### config.mk
export PLATFORM = sky130hd
export DESIGN_NAME = usb2_ep_in_packer
export DESIGN_NICKNAME = d
export VERILOG_FILES = /design/src/rtl/usb2_ep_in_packer.sv
export SDC_FILE = /design/constraint.sdc
export NUM_CORES = 1
export LEC_CHECK = 0
export ABC_CLOCK_PERIOD_IN_PS = 4000
export CAP_MARGIN = 25
export CORE_MARGIN = 3
export CORE_UTILIZATION = 50
export CTS_CLUSTER_SIZE = 25
export DETAILED_ROUTE_END_ITERATION = 6
export PLACE_DENSITY = 0.89
export SLEW_MARGIN = 10
export SYNTH_ARGS = -nofsm -noshare
export SYNTH_HDL_FRONTEND = slang
export SYNTH_SLANG_ARGS = --single-unit
export TNS_END_PERCENT = 20
### constraint.sdc
create_clock -name phy_clk -period 4 [get_ports phy_clk]
set_input_delay 0.4 -clock phy_clk [delete_from_list [all_inputs] [get_ports phy_clk]]
set_output_delay 0.4 -clock phy_clk [all_outputs]
set_load 0.05 [all_outputs]
### src/rtl/usb2_ep_in_packer.sv
// Packs a valid/ready byte stream into the USB 2.0 IN endpoint write buffer and commits packets.
// Optional idle-timeout commit is built when USB2_EP_PACKER_TIMEOUT_EN is defined.
module usb2_ep_in_packer #(
    parameter int unsigned MAX_LEN     = 1024,
    parameter int unsigned TIMEOUT_CYC = 60000
) (
    input  logic        phy_clk,
    input  logic        reset_n,
    input  logic [7:0]  s_data,
    input  logic        s_valid,
    output logic        s_ready,
    input  logic        s_flush,
    output logic [10:0] buf_in_addr,
    output logic [7:0]  buf_in_data,
    output logic        buf_in_wren,
    input  logic        buf_in_ready,
    output logic        buf_in_commit,
    output logic [10:0] buf_in_commit_len,
    input  logic        buf_in_commit_ack,
    output logic [15:0] commit_count,
    output logic        busy
);

    localparam logic [10:0] MAX_LEN_W = 11'(MAX_LEN);

    if (MAX_LEN < 1 || MAX_LEN > 1024) begin : g_bad_max_len
        $error("usb2_ep_in_packer: MAX_LEN out of range 1..1024");
    end
    if (TIMEOUT_CYC < 1 || TIMEOUT_CYC > 65536) begin : g_bad_timeout
        $error("usb2_ep_in_packer: TIMEOUT_CYC out of range 1..65536");
    end

    typedef enum logic [1:0] {
        ST_FILL,
        ST_COMMIT,
        ST_RELEASE
    } state_e;

    state_e      state_q, state_d;
    logic [10:0] len_q, len_d;
    logic        pending_q, pending_d;
    logic [10:0] commit_len_q, commit_len_d;
    logic [15:0] count_q, count_d;
    logic        wren_q;
    logic [10:0] addr_q;
    logic [7:0]  data_q;
    // Holds s_ready low for the first cycle after reset release.
    logic        run_q;

    logic        accept;
    logic [10:0] len_inc;
    logic        timeout_hit;

    assign accept  = s_valid & s_ready;
    assign len_inc = len_q + 11'd1;

`ifdef USB2_EP_PACKER_TIMEOUT_EN
    localparam logic [15:0] IDLE_LAST = 16'(TIMEOUT_CYC - 1);

    logic [15:0] idle_q, idle_d;

    always_comb begin
        idle_d      = idle_q + 16'd1;
        timeout_hit = 1'b0;
        if (state_q != ST_FILL || len_q == 11'd0 || accept || pending_q) begin
            idle_d = 16'd0;
        end else if (idle_q == IDLE_LAST) begin
            timeout_hit = 1'b1;
        end
    end

    always_ff @(posedge phy_clk or negedge reset_n) begin
        if (!reset_n) begin
            idle_q <= 16'd0;
        end else begin
            idle_q <= idle_d;
        end
    end
`else
    assign timeout_hit = 1'b0;
`endif

    always_comb begin
        s_ready = run_q & (state_q == ST_FILL) & buf_in_ready & (len_q < MAX_LEN_W) & ~pending_q;

        state_d      = state_q;
        len_d        = len_q;
        pending_d    = pending_q;
        commit_len_d = commit_len_q;
        count_d      = count_q;

        case (state_q)
            ST_FILL: begin
                if (pending_q) begin
                    // len_q already includes a byte accepted together with the trigger.
                    state_d      = ST_COMMIT;
                    commit_len_d = len_q;
                    pending_d    = 1'b0;
                end else begin
                    if (accept) begin
                        len_d = len_inc;
                    end
                    if ((accept && len_inc == MAX_LEN_W) ||
                        (s_flush && (len_q != 11'd0 || accept)) ||
                        (timeout_hit && len_q != 11'd0)) begin
                        pending_d = 1'b1;
                    end
                end
            end
            ST_COMMIT: begin
                if (buf_in_commit_ack) begin
                    state_d = ST_RELEASE;
                    count_d = count_q + 16'd1;
                end
            end
            ST_RELEASE: begin
                if (!buf_in_commit_ack) begin
                    state_d = ST_FILL;
                    len_d   = 11'd0;
                end
            end
            default: begin
                state_d   = ST_FILL;
                len_d     = 11'd0;
                pending_d = 1'b0;
            end
        endcase

        buf_in_commit = (state_q == ST_COMMIT);
        busy          = (state_q != ST_FILL);
    end

    always_ff @(posedge phy_clk or negedge reset_n) begin
        if (!reset_n) begin
            state_q      <= ST_FILL;
            len_q        <= 11'd0;
            pending_q    <= 1'b0;
            commit_len_q <= 11'd0;
            count_q      <= 16'd0;
            run_q        <= 1'b0;
        end else begin
            state_q      <= state_d;
            len_q        <= len_d;
            pending_q    <= pending_d;
            commit_len_q <= commit_len_d;
            count_q      <= count_d;
            run_q        <= 1'b1;
        end
    end

    always_ff @(posedge phy_clk or negedge reset_n) begin
        if (!reset_n) begin
            wren_q <= 1'b0;
            addr_q <= 11'd0;
            data_q <= 8'd0;
        end else begin
            wren_q <= accept;
            if (accept) begin
                addr_q <= len_q;
                data_q <= s_data;
            end
        end
    end

    assign buf_in_wren       = wren_q;
    assign buf_in_addr       = addr_q;
    assign buf_in_data       = data_q;
    assign buf_in_commit_len = commit_len_q;
    assign commit_count      = count_q;

endmodule
==> results of run 1 <==
-- power by group through the flow --
stage                     logic (W)  registers, W  clock network [W]
after floorplan            0.000357       0.00105                  0
after global placement     0.000870      0.000801                  0
after detailed placement   0.000903      0.000807                  0
after CTS                  0.000910      0.000796           0.000564
after global routing       0.000968      0.000805           0.000595
final                      0.000906      0.000796           0.000551
-- registers in the layout (all words and copies together) (netlist names) --
signal	count
buf_in_addr	11
buf_in_commit_len	11
buf_in_data	8
buf_in_wren	1
commit_count	16
len_q	11
pending_q	1
run_q	1
state_q	2
-- timing repair --
| action | CTS | global route |
|---|---|---|
| hold buffers | 0 | 1 |
| resized for setup | 0 | 0 |
| hold endpoints to repair | 0 | 13 |
-- cell type report --
cell class | instances | area, um^2
clock buffer | 12 | 155
timing repair buffer | 66 | 663
tap | 70 | 87.6
inverter | 11 | 41.3
fill | 404 | 1550
multi-input combinational | 190 | 1180
clock inverter | 4 | 45.0
sequential | 62 | 1550
-- Yosys cell counts (2+ instances only) --
cell      instances
a211oi_1          6
a21oi_1           2
a22o_1            3
and3_1            4
and4_1            2
buf_2             4
clkbuf_1          4
dfrtp_1          62
ha_1              8
inv_1            11
mux2_2            7
mux2i_1           3
nand2_1          66
nand2b_1          2
nand3_1          10
nand3b_1          2
nand4_1           3
nor2_1            7
nor3_1            4
nor4_1            4
o211ai_1          2
o21ai_0          17
or2_2             2
or3_1             2
xnor2_1          12
xor2_1            7
-- cells by family (layout without fill, tap and decap cells) --
kind of cell,after synthesis,in the layout,synth area share
compound gates,36,36,0.0809
mux,10,10,0.0387
xor+xnor,19,19,0.0591
simple gates,116,116,0.204
fa+ha+maj,8,8,0.0355
flops,62,62,0.551
other cells,1,1,0.00133
buf+inv,20,93,0.0298
-- worst register-to-register path, stage by stage, from the launching register on --
cell and delay [ns]:
dfrtp_1 0.39, inv_1 0.11, ha_1 0.27, nand3b_2 0.16
or2_1 0.66, inv_1 0.46, o211ai_1 0.31, o211ai_1 0.11
-- metal layers --
metal / wire (um) / part of all wire / global-route usage
met4: 54 / 0.0083 / 0.0642
met5: 0 / 0 / 0
met2: 3450 / 0.53 / 0.371
met1: 2640 / 0.41 / 0.252
met3: 362 / 0.056 / 0.0710
-- metrics by stage --
step | instances | power, W | hold slack (ns) | area, um^2
after floorplan | 272 | 0.00141 | 0.104 | 2820
after global placement | 397 | 0.00167 | 0.460 | 3490
after detailed placement | 397 | 0.00171 | 0.467 | 3490
after CTS | 413 | 0.00227 | 0.261 | 3690
after global routing | 415 | 0.00237 | 0.486 | 3720
final | 415 | 0.00225 | 0.474 | 3720
-- path summary, 6_finish.rpt --
check                            startpoint                to  slack (ns)  cells past startpoint
min in group asynchronous           reset_n  commit_count[15]        0.51                      2
min reg2reg                commit_count[15]  commit_count[15]        0.47                      1
max in group asynchronous           reset_n          len_q[8]        2.94                      3
max                              state_q[1]           s_ready        1.23                      5
max reg2reg                      state_q[1]         pending_q        1.40                      7
min                        commit_count[15]  commit_count[15]        0.47                      1
==> impl_metrics.toml, run 1 <==
[logic_synthesis]
yosys.area.top_type = "dfrtp_1"
synth_enable_flop_cells = 0
synthTopCellsByArea = "dfrtp_1, nand2_1, xnor2_1"
synth_cell_types = 42
synth_area_per_cell_um2 = 10.4
synthCells = 272
yosysWarnings = 0
synth_seq_cells = 62
synth_ff_type = "dfrtp_1"
syn_nets = 294
synthArstFlopShare = 1.00
synth.top_cell.area_share = 0.551
synth_seq_area_share = 0.551
syn_area_mm2 = 0.00282

[worst_setup_path]
max_stage_delay_ns = 0.81
worstPathArrival_ns = 2.37
worst_setup_path_end_kind = "primary output"
crit_buf_inv = 2
start_kind = "flop"
crit_required_ns = 3.60
cpMaxStageDelayCell = "clkdlybuf4s50_1"
cp_max_fo = 7
cp_top_family = "buffers and inverters"
path_class = "reg2out"
cp_cell_sequence = "inv_1 -> ha_1 -> nand2b_1 -> nor2_1 -> clkdlybuf4s50_1"

[global_route]
grt_max_degree = 48
antenna_found_initial = 0
overflow = 0
grt_pass1_vias = 2213
grt_pass1_wl_um = 10600
grt_usage = 0.214

[timing]
final_hold_viol_count = 0
period_needed_ns = 2.77
skew_ns = 0.00670
relSlewSlack = 0.308
fmax_mhz = 361
rsz0062_at_grt = "no"
setup_ws_ns = 1.23
finalSetupViolCount = 0
worstMarginPinSlew_ns = 1.03
slew_violations = 0
period_share = 0.693
tns_ns = 0

[cts]
numCtsBuffers = 9
cts_tree = "yes"
cts_sinks = 62
clock_latency_ns = 0.34
postCtsSetupRepairBufs = 0
cts_max_level = 3
cts-root-buf = "clkbuf_8"
ctsLongestPathBuffers = 2
path_clk_slew_ns = 0.07

[floorplan]
start_util = 0.534
io_pins = 64
die-area_mm2 = 0.00657
rows = 26
die_x_um = 81.1
fp.dieH_um = 81.1
core_mm2 = 0.00527

[power]
power.internal_w = 0.00134
power.leakage_nw = 1.72
ir_drop_mv = 0.334
power.switching_w = 0.000918
pwr-share-comb = 0.402
power_frac_seq = 0.353
powerDensity_mw_per_mm2 = 605
clkPwrFrac = 0.245
p_sw_frac = 0.407

[outcome]
outcome = "completed"

[route]
wl_per_cell_um = 15.7
drc_errors = 0
final_antenna_net_count = 0
via_count = 2224
viasPerCell = 5.36
drtIter0Drc = 135
routed_wl_um = 6500
firstDrtPassIters = 4

[cells_and_area]
fin_util = 0.707
layout_commonest_cell = "nand2_1"
mostFrequentLayoutCells = "nand2_1, dfrtp_1, clkdlybuf4s50_1"
antenna_cells = 0
drive_above_1_share = 0.0928
area_growth_syn_to_layout_pct = 32.3
layout.nets = 362

[place]
place_congestion = 0.950
dp_slack_ns = 1.34
io_buffers = 63
post-dp-hpwl_um = 4530

[job]
drv_cap = 0

[hold_path]
hold_path.class = "reg2reg"
No activity file was read; power rests on OpenSTA's default activity.
==> run 2, diff against run 1 <==
Settings changed: ABC_CLOCK_PERIOD_IN_PS 4000 to 2900.
Clock period 4 ns to 2.9 ns, I/O delays scaled along.
==> run 2 against run 1 <==
  * Sequential power up 38%
  * Via count up 0.76%
  * Clock skew down 0.00088 ns
  * Critical path depth unchanged
  * Design area up 0.40%
  * Sequential share of layout area down 0.17 points
  * Die area unchanged
  * Critical endpoint unchanged
==> impl_metrics.toml, run 2 (same netlist as run 1, synthesis figures left out) <==
[place]
place_congestion = 0.815
io_buffers = 63
dp.cells = 399
post-dp-hpwl_um = 4510

[timing]
finalSetupViolCount = 0
rsz0062_at_grt = "no"
final_hold_viol_count = 0
tns_ns = 0
period_share = 0.931
skew_ns = 0.00582
relSlewSlack = 0.624
worstMarginPinSlew_ns = 0.562
slew_violations = 0
fmax_mhz = 370
period_needed_ns = 2.70

[cells_and_area]
fin_cells = 417
layout_commonest_cell = "nand2_1"
nFillCells = 411
drive_above_1_share = 0.0980
layout.nets = 364
largest_reg_flops = 16
area_growth_syn_to_layout_pct = 32.8
mostFrequentLayoutCells = "nand2_1, dfrtp_1, clkdlybuf4s50_1"
antenna_cells = 0

[cts]
ctsLongestPathBuffers = 2
postCtsSetupRepairBufs = 0
cts-root-buf = "clkbuf_8"
cts_tree = "yes"
numCtsBuffers = 9
cts_sinks = 62
cts_max_level = 3
clock_latency_ns = 0.33
path_clk_slew_ns = 0.07

[worst_setup_path]
max_stage_delay_ns = 0.82
worstPathArrival_ns = 2.41
cp_top_family = "buffers and inverters"
worst_setup_path_end_kind = "primary output"
start_kind = "flop"
crit_required_ns = 2.61
cp_max_fo = 7
cpMaxStageDelayCell = "clkdlybuf4s50_1"
path_class = "reg2out"
crit_buf_inv = 2
cp_cell_sequence = "inv_1 -> ha_1 -> nand2b_1 -> nor2_1 -> clkdlybuf4s50_1"

[route]
met3_wirelength_um = 320
wl_met2_um = 3370
drc_errors = 0
via_count = 2241
drt-met1-wl_um = 2650
viasPerCell = 5.37
routed_wl_um = 6440
drtIter0Drc = 61
final_antenna_net_count = 0
top_layer = "met4"
firstDrtPassIters = 4
wl_per_cell_um = 15.4

[outcome]
outcome = "completed"

[global_route]
grt_usage = 0.215
grt_max_degree = 47
grt_pass1_wl_um = 10700
grt_pass1_vias = 2270
antenna_found_initial = 0
overflow = 0

[floorplan]
fp.dieH_um = 81.1
start_util = 0.534
io_pins = 64
rows = 26
core_mm2 = 0.00527
die_x_um = 81.1
die-area_mm2 = 0.00657

[power]
power_frac_seq = 0.353
clkPwrFrac = 0.246
p_sw_frac = 0.409
power.switching_w = 0.00128
powerDensity_mw_per_mm2 = 835
power.internal_w = 0.00185
ir_drop_mv = 0.419
power.leakage_nw = 1.73
pwr-share-comb = 0.401

[job]
drv_cap = 0

[hold_path]
hold_path.class = "in2async"
-- run 2: changes by cell type in the layout (fill, tap and decap cells not counted) --
cell | previous run | this run
buf_4 | 1 | 3
-- run 2: power by group through the flow --
stage               Sequential, W  Combinational [W]  Clock, W
floorplan                 0.00145           0.000493         0
global placement          0.00111            0.00121         0
detailed placement        0.00111            0.00125         0
CTS                       0.00110            0.00125  0.000781
global route              0.00111            0.00133  0.000824
finish                    0.00110            0.00125  0.000769
-- run 2: final cells by class --
| class | instances | area [um^2] | share of cell area |
|---|---|---|---|
| Timing Repair Buffer | 68 | 678 | 0.181 |
| Clock inverter | 4 | 45.0 | 0.0120 |
| Clock buffer | 12 | 155 | 0.0415 |
| Tap cell | 70 | 87.6 | 0.0234 |
| Sequential cell | 62 | 1550 | 0.415 |
| Inverter | 11 | 41.3 | 0.0110 |
| Multi-Input combinational cell | 190 | 1180 | 0.316 |
-- run 2: final timing paths --
path,cells after the start,from,slack (ns),end
max in group asynchronous,4,reset_n,1.69,len_q[6]
worst max-delay path,5,state_q[0],0.20,s_ready
worst min-delay path,2,reset_n,0.43,commit_count[10]
worst min register to register,1,commit_count[15],0.47,commit_count[15]
worst max register to register,7,state_q[0],0.62,pending_q
min in group phy_clk,1,commit_count[15],0.47,commit_count[15]
-- run 2: timing repair --
action / CTS / global route
hold endpoints to repair: 0 / 17
resized for setup: 0 / 0
hold buffers: 0 / 1
-- run 2: stage by stage --
| stage | hold slack [ns] | instance area, um^2 | util | total power, W | worst slack [ns] |
|---|---|---|---|---|---|
| 2_1_floorplan | -0.00559 | 2820 | - | 0.00194 | 0.770 |
| 3_3_place_gp | 0.461 | 3510 | 0.666 | 0.00232 | 0.690 |
| 3_5_place_dp | 0.467 | 3510 | 0.666 | 0.00236 | 0.579 |
| 4_1_cts | 0.157 | 3710 | 0.704 | 0.00313 | 0.204 |
| 5_1_grt | 0.456 | 3740 | 0.710 | 0.00327 | 0.116 |
| 6_report | 0.426 | 3740 | 0.710 | 0.00312 | 0.201 |
-- run 2: metal layers --
| layer | global-route usage | vias to the layer above |
|---|---|---|
| li1 | - | 1069 |
| met4 | 0.0878 | 0 |
| met5 | 0 | - |
| met1 | 0.266 | 1090 |
| met2 | 0.374 | 73 |
| met3 | 0.0333 | 9 |
-- run 2: worst register-to-register path: cells and delay by family (launching register included) --
family | cells | cell delay, ns
buffers and inverters | 2 | 0.55
and+or+nand+nor | 2 | 0.55
DFF | 1 | 0.39
AOI/OAI and AO/OA | 2 | 0.39
adders and majority gates | 1 | 0.32
